[config.mk]
export PLATFORM = sky130hd
export DESIGN_NAME = hd44780_textbuf
export DESIGN_NICKNAME = d
export VERILOG_FILES = /design/src/rtl/hd44780_pkg.sv /design/src/rtl/hd44780_ram.sv /design/src/rtl/hd44780_textbuf.sv
export SDC_FILE = /design/constraint.sdc
export NUM_CORES = 1
export LEC_CHECK = 0
export ABC_AREA = 1
export CAP_MARGIN = 20
export CELL_PAD_IN_SITES_DETAIL_PLACEMENT = 1
export CELL_PAD_IN_SITES_GLOBAL_PLACEMENT = 1
export CORE_MARGIN = 3
export CORE_UTILIZATION = 53
export CTS_CLUSTER_SIZE = 24
export DETAILED_ROUTE_END_ITERATION = 8
export HOLD_SLACK_MARGIN = 0.02
export PLACE_DENSITY = 0.86
export REMOVE_ABC_BUFFERS = 1
export SLEW_MARGIN = 20
export SYNTH_ARGS = -nofsm -noshare
export SYNTH_HDL_FRONTEND = slang
export SYNTH_SLANG_ARGS = --single-unit
[constraint.sdc]
create_clock -name clk -period 3.9 [get_ports clk]
set_clock_uncertainty 0.2 [all_clocks]
set_input_delay 0.78 -clock clk [delete_from_list [all_inputs] [get_ports clk]]
set_output_delay 0.78 -clock clk [all_outputs]
set_load 0.1 [all_outputs]
[src/rtl/hd44780_pkg.sv]
// Shared constants, scan FSM states and address helper for the HD44780 text buffer.
package hd44780_pkg;

  localparam logic [7:0] CMD_SET_DDRAM = 8'h80;
  localparam logic [7:0] BLANK_CHAR    = 8'h20;
  localparam logic [7:0] ROW_BASE [4]  = '{8'h00, 8'h40, 8'h14, 8'h54};

  typedef enum logic [2:0] {
    S_IDLE,
    S_CMD,
    S_FETCH,
    S_WAIT,
    S_CHAR
  } scan_state_e;

  function automatic int unsigned lin_addr(input int unsigned row,
                                           input int unsigned col,
                                           input int unsigned cols);
    return row * cols + col;
  endfunction

endpackage

[src/rtl/hd44780_ram.sv]
// Simple dual-port character RAM, synchronous read, read-before-write on collision.
module hd44780_ram
  import hd44780_pkg::*;
#(
  parameter int addr_width = 5,
  parameter int data_width = 8
) (
  input  logic                  wclk,
  input  logic                  we,
  input  logic [addr_width-1:0] waddr,
  input  logic [data_width-1:0] wdata,
  input  logic                  rclk,
  input  logic                  re,
  input  logic [addr_width-1:0] raddr,
  output logic [data_width-1:0] rdata
);

  localparam int DEPTH = 1 << addr_width;

  // Contents come up blank and are deliberately outside the reset domain.
  logic [data_width-1:0] mem_q [DEPTH] = '{default: data_width'(BLANK_CHAR)};
  logic [data_width-1:0] rdata_q;

  always_ff @(posedge wclk) begin
    if (we) mem_q[waddr] <= wdata;
  end

  always_ff @(posedge rclk) begin
    if (re) rdata_q <= mem_q[raddr];
  end

  assign rdata = rdata_q;

endmodule

[src/rtl/hd44780_textbuf.sv]
// HD44780 text buffer: cursor-addressed writes plus a handshaked DDRAM scan-out stream.
// Optional HD44780_DIRTY_EN skips the scan when nothing was written since the last one.
module hd44780_textbuf
  import hd44780_pkg::*;
#(
  parameter  int ROWS   = 2,
  parameter  int COLS   = 16,
  parameter  int DATA_W = 8,
  localparam int ADDR_W = (ROWS * COLS > 1) ? $clog2(ROWS * COLS) : 1
) (
  input  logic              clk,
  input  logic              rst_n,
  input  logic              wr_valid,
  input  logic [DATA_W-1:0] wr_data,
  input  logic              cur_set,
  input  logic [1:0]        cur_row,
  input  logic [5:0]        cur_col,
  output logic [ADDR_W-1:0] cursor,
  input  logic              refresh,
  output logic              busy,
  output logic              done,
  output logic              out_valid,
  input  logic              out_ready,
  output logic              out_cmd,
  output logic [7:0]        out_data
);

  localparam logic [ADDR_W-1:0] LAST_ADDR = ADDR_W'(ROWS * COLS - 1);
  localparam logic [5:0]        LAST_COL  = 6'(COLS - 1);
  localparam logic [1:0]        LAST_ROW  = 2'(ROWS - 1);

  scan_state_e       state_q, state_d;
  logic [ADDR_W-1:0] cursor_q, cursor_d;
  logic [1:0]        row_q, row_d;
  logic [5:0]        col_q, col_d;
  logic              done_q, done_d;
  logic              go;
  logic              wr_accept;
  logic              ram_re;
  logic [ADDR_W-1:0] ram_raddr;
  logic [DATA_W-1:0] ram_rdata;

  assign wr_accept = wr_valid && !cur_set;
  assign ram_raddr = ADDR_W'(lin_addr(32'(row_q), 32'(col_q), COLS));

  always_comb begin
    cursor_d = cursor_q;
    if (cur_set) begin
      if (32'(cur_row) < ROWS && 32'(cur_col) < COLS)
        cursor_d = ADDR_W'(lin_addr(32'(cur_row), 32'(cur_col), COLS));
    end else if (wr_valid) begin
      cursor_d = (cursor_q == LAST_ADDR) ? '0 : cursor_q + 1'b1;
    end
  end

`ifdef HD44780_DIRTY_EN
  logic dirty_q;

  // Reset marks dirty so the first refresh always paints the panel.
  always_ff @(posedge clk or negedge rst_n) begin
    if (!rst_n)         dirty_q <= 1'b1;
    else if (wr_accept) dirty_q <= 1'b1;
    else if (go)        dirty_q <= 1'b0;
  end
`endif

  always_comb begin
    state_d   = state_q;
    row_d     = row_q;
    col_d     = col_q;
    done_d    = 1'b0;
    go        = 1'b0;
    ram_re    = 1'b0;
    out_valid = 1'b0;
    out_cmd   = 1'b0;
    out_data  = '0;
    case (state_q)
      S_IDLE: begin
`ifdef HD44780_DIRTY_EN
        if (refresh) begin
          if (dirty_q) go = 1'b1;
          else         done_d = 1'b1;
        end
`else
        go = refresh;
`endif
        if (go) begin
          state_d = S_CMD;
          row_d   = '0;
          col_d   = '0;
        end
      end
      S_CMD: begin
        out_valid = 1'b1;
        out_cmd   = 1'b1;
        out_data  = CMD_SET_DDRAM | ROW_BASE[row_q];
        if (out_ready) state_d = S_FETCH;
      end
      S_FETCH: begin
        ram_re  = 1'b1;
        state_d = S_WAIT;
      end
      S_WAIT: state_d = S_CHAR;
      S_CHAR: begin
        out_valid = 1'b1;
        out_data  = 8'(ram_rdata);
        if (out_ready) begin
          if (col_q == LAST_COL) begin
            col_d = '0;
            if (row_q == LAST_ROW) begin
              state_d = S_IDLE;
              done_d  = 1'b1;
            end else begin
              row_d   = row_q + 1'b1;
              state_d = S_CMD;
            end
          end else begin
            col_d   = col_q + 1'b1;
            state_d = S_FETCH;
          end
        end
      end
      default: state_d = S_IDLE;
    endcase
  end

  always_ff @(posedge clk or negedge rst_n) begin
    if (!rst_n) begin
      state_q  <= S_IDLE;
      cursor_q <= '0;
      row_q    <= '0;
      col_q    <= '0;
      done_q   <= 1'b0;
    end else begin
      state_q  <= state_d;
      cursor_q <= cursor_d;
      row_q    <= row_d;
      col_q    <= col_d;
      done_q   <= done_d;
    end
  end

  hd44780_ram #(
    .addr_width(ADDR_W),
    .data_width(DATA_W)
  ) u_ram (
    .wclk  (clk),
    .we    (wr_accept),
    .waddr (cursor_q),
    .wdata (wr_data),
    .rclk  (clk),
    .re    (ram_re),
    .raddr (ram_raddr),
    .rdata (ram_rdata)
  );

  assign cursor = cursor_q;
  assign busy   = (state_q != S_IDLE);
  assign done   = done_q;

endmodule

* Word-level counts from Yosys, hierarchy flattened
Memory sizes are Yosys's and may differ from the RTL's. A register that Yosys moved wholly into a read port is not among the register bits.
Index checks and enable logic that the tools add are counted.
** Cells by class
- $add $sub $neg :: 5
- $mul :: 0
- Mux-type cells :: 32
- Divide/modulo/power cells :: 0
- Eq/ne operators :: 13
- Order comparisons :: 3
- Shift-type cells :: 0
- Reductions and logical operators :: 12
- Bitwise gates (word level) :: 1
** Operators with widths (number)
- $mux W5 :: 4
- $mux W6 :: 3
- $bmux W8 S2 :: 1
- $pmux W8 S2 :: 1
- $pmux W3 S5 :: 1
- $mux W7 :: 2
- $mux W3 :: 4
- $pmux W6 S2 :: 1
- $add A5 B5 Y5 :: 2
- $mux W1 :: 10
- $ne A2 B2 Y1 const B :: 5
- $mux W2 :: 4
- $add A6 B1 Y6 const B :: 1
- $eq A3 B2 Y1 const B :: 2
- $eq A6 B4 Y1 const B :: 1
- $lt A6 B5 Y1 const B :: 1
- $reduce_and A3 Y1 :: 2
- $add A5 B1 Y5 const B :: 1
- $eq A5 B5 Y1 const B :: 1
- $reduce_and A5 Y1 :: 1
- $pmux W2 S2 :: 1
- $reduce_bool A2 Y1 :: 2
- $eq A3 B1 Y1 const B :: 1
- $eq A3 B3 Y1 const B :: 1
- other kinds (12) :: 13
** Storage, ports and cells
- Latch bits :: 0
- ROM bits :: 0
- Memories :: 1
- Bits in registers :: 17
- Bits in writable memories :: 256
** Memories
- u_ram.mem_q :: depth 32, width 8, read ports 1, clocked after memory_dff 1, write ports 1, RTL line hd44780_ram.sv:21 : logic [data_width-1:0] mem_q [DEPTH] = '{default: data_width'(BLANK_CHAR)};

* Depth between registers and ports, before layout
Gate-level depths: netlist (run 1).
- Word-level depth :: 5
- Mapped depth :: 11

* Cells and area by module
Synthesis (run 1) repeated with hierarchy kept, for this count alone.
** Unflattened totals
- Cells, all modules :: 1090
- Area total of the unflattened synthesis :: 12086.6 um^2
** By module, submodules not included
- hd44780_ram :: cells an instance 922, area an instance 10866.7 um^2, times used 1, sequential area each 7927.6 um^2
- hd44780_textbuf :: cells an instance 168, area an instance 1219.9 um^2, times used 1, sequential area each 425.4 um^2

* Worst setup path after synthesis (run 1)
No wires, ideal clock.
- Path type :: register to output
- Start :: register state_q[2]
- End :: output out_data[2]
- Cell stages (with the launch flop) :: 4
- Setup slack :: 0.138 ns
- Data arrival time :: 2.782 ns
- Cell sequence :: dfrtp_1 inv_1 nand3_1 o21ai_0
** On the way
- Cells in the longest elaborated chain, start to end :: 2
- Elaborated cells on any way between the ends :: 3
** Ends and longest elaborated chain
- from (decl) :: RTL line hd44780_textbuf.sv:32 : scan_state_e state_q, state_d;
- from (signal assigned) :: RTL line hd44780_textbuf.sv:135 : state_q <= state_d;
- $eq A3 B3 Y1 or $eq A3 B1 Y1 (tied branches) :: RTL line hd44780_textbuf.sv:77 : case (state_q)
- $pmux W8 S2 (*) :: RTL line hd44780_textbuf.sv:77
- to (decl) :: RTL line hd44780_textbuf.sv:25 : output logic [7:0] out_data
Mark *: on every way between the ends. The rest lies on a longest branch, timed or not.

* Worst setup path in the final report (run 1)
- Start :: register cursor_q[0] (netlist: cursor[0])
- End :: output cursor[0]
** RTL lines
- from (decl) :: RTL line hd44780_textbuf.sv:33 : logic [ADDR_W-1:0] cursor_q, cursor_d;
- from (signal assigned) :: RTL line hd44780_textbuf.sv:136 : cursor_q <= cursor_d;
- to (decl) :: RTL line hd44780_textbuf.sv:18 : output logic [ADDR_W-1:0] cursor,
No word-level cell between the ends.

==> results of run 1 <==
-- per-layer routing --
metal  part of all wire [%]  wire length, um  global-route usage [%]
met1                     39            13700                    38.6
met5                  0.037               13                       0
met3                    7.1             2490                    4.34
met2                     51            17800                    50.6
met4                    2.8              975                    8.38
-- layout make-up --
| type | instances | area [sq um] |
|---|---|---|
| Tap cell | 275 | 344 |
| Timing Repair Buffer | 56 | 480 |
| Multi-Input combinational cell | 704 | 3090 |
| Clock inverter | 9 | 63.8 |
| Fill cell | 2208 | 8200 |
| Clock buffer | 37 | 786 |
| Sequential cell | 281 | 8360 |
| Inverter | 25 | 97.6 |
-- logic make-up after synthesis --
family	after synthesis
xor gates and xnor gates	1
AOI/OAI and AO/OA	22
buffers and inverters	78
and+or+nand+nor	674
adders and majority gates	7
DFF	281
-- cells in the mapped netlist (all sizes together) (2+ instances only) --
| library cell | n | share of area, % |
|---|---|---|
| nand2 | 397 | 13 |
| nor3 | 7 | 0.30 |
| buf | 45 | 2.0 |
| or2 | 2 | 0.11 |
| inv | 24 | 0.78 |
| ha | 7 | 0.74 |
| o21ai | 12 | 0.54 |
| clkbuf | 8 | 0.25 |
| nor2 | 54 | 1.9 |
| edfxtp | 264 | 67 |
| nand3 | 211 | 9.1 |
| a31oi | 4 | 0.21 |
| dfrtp | 17 | 3.6 |
| a21oi | 5 | 0.21 |
-- registers in the layout, summed over array words and instances, names as in the netlist --
name         count
state_q          3
u_ram.mem_q    256
done             1
row_q            2
cursor           5
col_q            6
u_ram.rdata      8
-- worst paths after layout --
path,startpoint,end,slack [ns],depth (start not counted)
worst max-delay path,cursor[0]$_DFFE_PN0P_,cursor[0],0.73,1
worst min-delay path,row_q[1]$_DFFE_PN0P_,row_q[1]$_DFFE_PN0P_,0.29,2
worst max register to register,col_q[0]$_DFFE_PN0P_,u_ram.rdata[0]$_DFFE_PP_,0.95,9
worst min register to register,row_q[1]$_DFFE_PN0P_,row_q[1]$_DFFE_PN0P_,0.29,2
max in group asynchronous,rst_n,col_q[0]$_DFFE_PN0P_,2.23,1
min in group asynchronous,rst_n,state_q[1]$_DFFE_PN0P_,0.58,1
-- cells in the final DEF (no fill, tap or decap), drive strengths merged, types with 10 or more instances in the layout --
cell           netlist  routed
nand2              397     397
edfxtp             264     264
nand3              211     211
nor2                54      54
clkbuf               8      37
buf                 45      32
clkdlybuf4s50        0      24
inv                 24      23
dfrtp               17      17
o21ai               12      12
clkinv               1      10
-- power groups by stage --
stage	Sequential [mW]	Combinational, mW	Clock, mW
floorplan	3.74	1.33	0
global placement	3.64	1.97	0
detailed placement	3.65	2.09	0
CTS	3.58	2.13	2.57
global route	3.60	2.33	2.70
finish	3.59	2.14	2.55
==> impl_metrics.ini, run 1 <==
[run]
cap_violations = 0

[synth]
synth.area.mux_share_pct = 0
synth_edf_count = 264
synthFlopType = edfxtp_1
synth-seq-cells = 281
seq_area_frac_synth_pct = 70.8
synth_xor_xnor_area_share_pct = 0.0742
ys_async_sr_fraction_pct = 6.05
synthSimpleGateAreaFrac_pct = 24.3
synth_cell_types = 30
yosysWarnings = 0
synth_compound_area_share_pct = 1.04
synth_top_family_by_area = simple AND/OR/NAND/NOR gates
syn_inst = 1063
synth_fa_ha_area_share_pct = 0.742
syn_area_sq_mm = 0.0118
syn_avg_cell_area_sq_um = 11.1

[floorplan]
die_w_um = 155
num_io_pins = 39
die_y_um = 155
fp.coreArea_sq_mm = 0.0214
num_rows = 53
die-area_sq_mm = 0.0241
initial_core_util_pct = 55.1

[routing]
dr.first_iter.drc_count = 694
first_pass_iters = 5
drc = 0
via_per_inst = 6.05
via_count = 8395
final_antenna_net_count = 0
wl_mm = 34.9
wl_per_cell_um = 25.2

[power]
seqPwrFrac_pct = 43.3
intPower_mw = 5.39
power.density_mw_per_mm2 = 627
combinationalPowerShare_pct = 25.9
vdd_drop_max_v = 0.000445
sw_frac_of_total_pct = 34.9
clkPwrFrac_pct = 30.8
p_leak_nw = 4.95
power_mw = 8.29
p_switching_mw = 2.89

[timing]
max_slew_margin_pct = 34.8
setup_viol = 0
hold_viol_final = 0
setup-tns-final_ns = 0
rsz0062_at_grt = false
fmax_mhz = 316
timing.final.crit_share_pct = 81.3
worst_pin_slew_ns = 0.975
drv_slew = 0
setup_ws_ns = 0.731
min_period_ns = 3.17
hold_ws_ns = 0.290

[worst_setup_path]
cp_top_family = buffers and inverters
crit_path_start_kind = register
cp_max_fo = 6
slowest_delay_ns = 1.18
crit_required_ns = 2.92
critPathKind = register to primary output
end_kind = primary output
worst-path-buf-inv = 1
cpMaxStageDelayCell = clkdlybuf4s50_1
crit_arrival_ns = 2.19
cp_cell_sequence = clkdlybuf4s50_1

[clock_tree]
clkTransAtPathRegs_ns = 0.06
cts_resized = 0
clockBufferDepth = 3
cts_buffers = 28
cts_tree = done
postCtsSetupBuffers = 0
worst_skew_pair.late_latency_ns = 0.54
postCtsHoldBufs = 0
clock_sinks = 281
htreeDepth = 1
root_buffer = clkbuf_16

[hold_path]
hold_class = register to register

[place]
port_buffers = 38
pre_cts_ws_ns = 0.412
dp.cells = 1341
dpl.hpwl_mm = 21.6
placed_cell_area_sq_mm = 0.0124
place_congestion = 0.840

[global_route]
grt.total_usage_pct = 29.2
grt_pass1_wl_mm = 53.3
grt_max_degree = 81
overflow = 0
grt_pass1_vias = 8861
antenna_found_initial = 1

[cells_and_area]
post-route-util_pct = 61.7
fin_cells = 1387
drive_gt1_share_pct = 7.64
layout.nets = 1125
area_growth_pct = 12.0
post-route-cell-area_sq_mm = 0.0132
num_antenna_cells = 0

[outcome]
outcome = completed
(Power assumes the default switching activity.)
==> run 2, diff against run 1 <==
CORE_UTILIZATION = 45   (was 53)
PLACE_DENSITY = 0.78   (was 0.86)
clock period = 2.9 ns   (was 3.9 ns; I/O delays follow)
==> run 2 against run 1 <==
- non-clock buffer count up 44
- critical path depth is 4 higher
- register-to-register slack got worse by 0.42 ns
- setup slack worse by 0.54 ns
- critical path type unchanged
- critical endpoint is now out_data[6]
==> impl_metrics.ini, run 2 (synthesis gave the netlist of run 1 again) <==
[floorplan]
die-area_sq_mm = 0.0282
num_rows = 58
fp.coreArea_sq_mm = 0.0255
num_io_pins = 39
initial_core_util_pct = 46.3
die_w_um = 168
die_y_um = 168

[routing]
via_per_inst = 5.54
wl_per_cell_um = 22.1
via_count = 8262
drc = 0
final_antenna_net_count = 0
first_pass_iters = 5
wl_mm = 32.9
dr.first_iter.drc_count = 671

[outcome]
outcome = completed

[run]
cap_violations = 0

[place]
placed_cell_area_sq_mm = 0.0129
port_buffers = 38
dpl.hpwl_mm = 20.8
place_congestion = 0.792
pre_cts_ws_ns = 0.426

[worst_setup_path]
r2r_setup_slack_ns = 0.53
cpMostUsedCell = inv_1
reg2reg_depth = 10
worst-path-buf-inv = 3
end_kind = primary output
cp_max_fo = 5
r2r_start = col_q[0]$_DFFE_PN0P_
crit_arrival_ns = 1.93
slowest_delay_ns = 0.43
crit_cells = 5
cpMaxStageDelayCell = dfrtp_1
critPathKind = register to primary output
crit_required_ns = 2.12
cp_cell_sequence = inv_1 > nand3_1 > inv_1 > a22o_1 > buf_12
startpoint = state_q[2]$_DFFE_PN0P_
cp-endpoint = out_data[6]
worstReg2RegEnd = u_ram.rdata[3]$_DFFE_PP_
crit_path_start_kind = register
cp_top_family = buffers and inverters

[power]
vdd_drop_max_v = 0.000783
power.density_mw_per_mm2 = 842
p_leak_nw = 5.27

[timing]
setup_viol = 0
timing.final.crit_share_pct = 93.5
min_period_ns = 2.71
drv_slew = 0
max_slew_margin_pct = 57.3
hold_viol_final = 0
fmax_mhz = 369
setup-tns-final_ns = 0
worst_pin_slew_ns = 0.641
setup_ws_ns = 0.188
rsz0062_at_grt = false

[clock_tree]
clock_sinks = 281
cts_buffers = 28
worst_skew_pair.late_latency_ns = 0.55
htreeDepth = 1
cts_resized = 0
postCtsSetupBuffers = 0
root_buffer = clkbuf_16
cts_tree = done
clkTransAtPathRegs_ns = 0.07
postCtsHoldBufs = 0
clockBufferDepth = 3

[cells_and_area]
layout_commonest_cell = nand2_1
largest_reg_flops = 256
layout.nets = 1169
area_growth_pct = 17.3
fillers = 2640
layout_common_cells = nand2_1, edfxtp_1, nand3_1
drive_gt1_share_pct = 12.0
post-route-cell-area_sq_mm = 0.0138
regMostFlops = u_ram.mem_q
num_antenna_cells = 0

[global_route]
grt.total_usage_pct = 23.1
grt_pass1_vias = 8784
grt_max_degree = 114
antenna_found_initial = 0
grt_pass1_wl_mm = 50.3
overflow = 0

[hold_path]
hold_class = input pin to asynchronous set/reset pin
-- run 2: cell count changes in the layout (fill, tap and decap cells not counted), moves of 3 or more --
cell | before | now
buf_4 | 32 | 71
buf_12 | 0 | 8
bufinv_16 | 1 | 5
clkdlybuf4s50_1 | 24 | 21
clkinv_1 | 6 | 3
clkinvlp_4 | 0 | 3
-- run 2: cell type report --
class	instances	area, sq um	area share [%]
Clock buffer	36	772	5.58
Sequential cell	281	8360	60.4
Multi-Input combinational cell	704	3080	22.3
Timing Repair Buffer	100	903	6.53
Clock inverter	16	214	1.55
Inverter	25	98.8	0.714
Tap cell	330	413	2.98
-- run 2: per-stage QoR --
| stage | util (%) | total power, mW | hold WS (ns) | cells |
|---|---|---|---|---|
| after floorplan | - | 6.81 | 0.0844 | 1010 |
| after global placement | 50.5 | 7.75 | 0.255 | 1440 |
| after detailed placement | 50.5 | 7.86 | 0.284 | 1440 |
| after CTS | 54.3 | 11.8 | 0.165 | 1492 |
| after global routing | 54.3 | 12.2 | 0.177 | 1492 |
| final | 54.3 | 11.6 | 0.175 | 1492 |
-- run 2: metal layers --
| layer | up-vias | GRT usage [%] | part of all wire, % |
|---|---|---|---|
| met1 | 4173 | 30.4 | 42 |
| met5 | - | 0 | 0 |
| met2 | 209 | 40.1 | 50 |
| met3 | 57 | 3.78 | 5.4 |
| li1 | 3823 | - | - |
| met4 | 0 | 6.47 | 2.4 |
-- run 2: worst min path at each step --
stage                                     from                    to  slack, ns  depth (start not counted)
after detailed placement  row_q[1]$_DFFE_PN0P_  row_q[1]$_DFFE_PN0P_       0.28                          2
after floorplan                          rst_n  col_q[0]$_DFFE_PN0P_       0.08                          0
after global routing                     rst_n  row_q[1]$_DFFE_PN0P_       0.18                          2
after global placement    row_q[1]$_DFFE_PN0P_  row_q[1]$_DFFE_PN0P_       0.26                          2
final                                    rst_n  row_q[1]$_DFFE_PN0P_       0.17                          2
after CTS                                rst_n  row_q[1]$_DFFE_PN0P_       0.16                          2
-- run 2: power breakdown --
part	switching [mW]	internal (mW)	leakage [nW]
clock	1.55	2.33	0.476
combinational	2.22	0.801	2.20
sequential	0.144	4.61	2.59
total	3.91	7.74	5.27
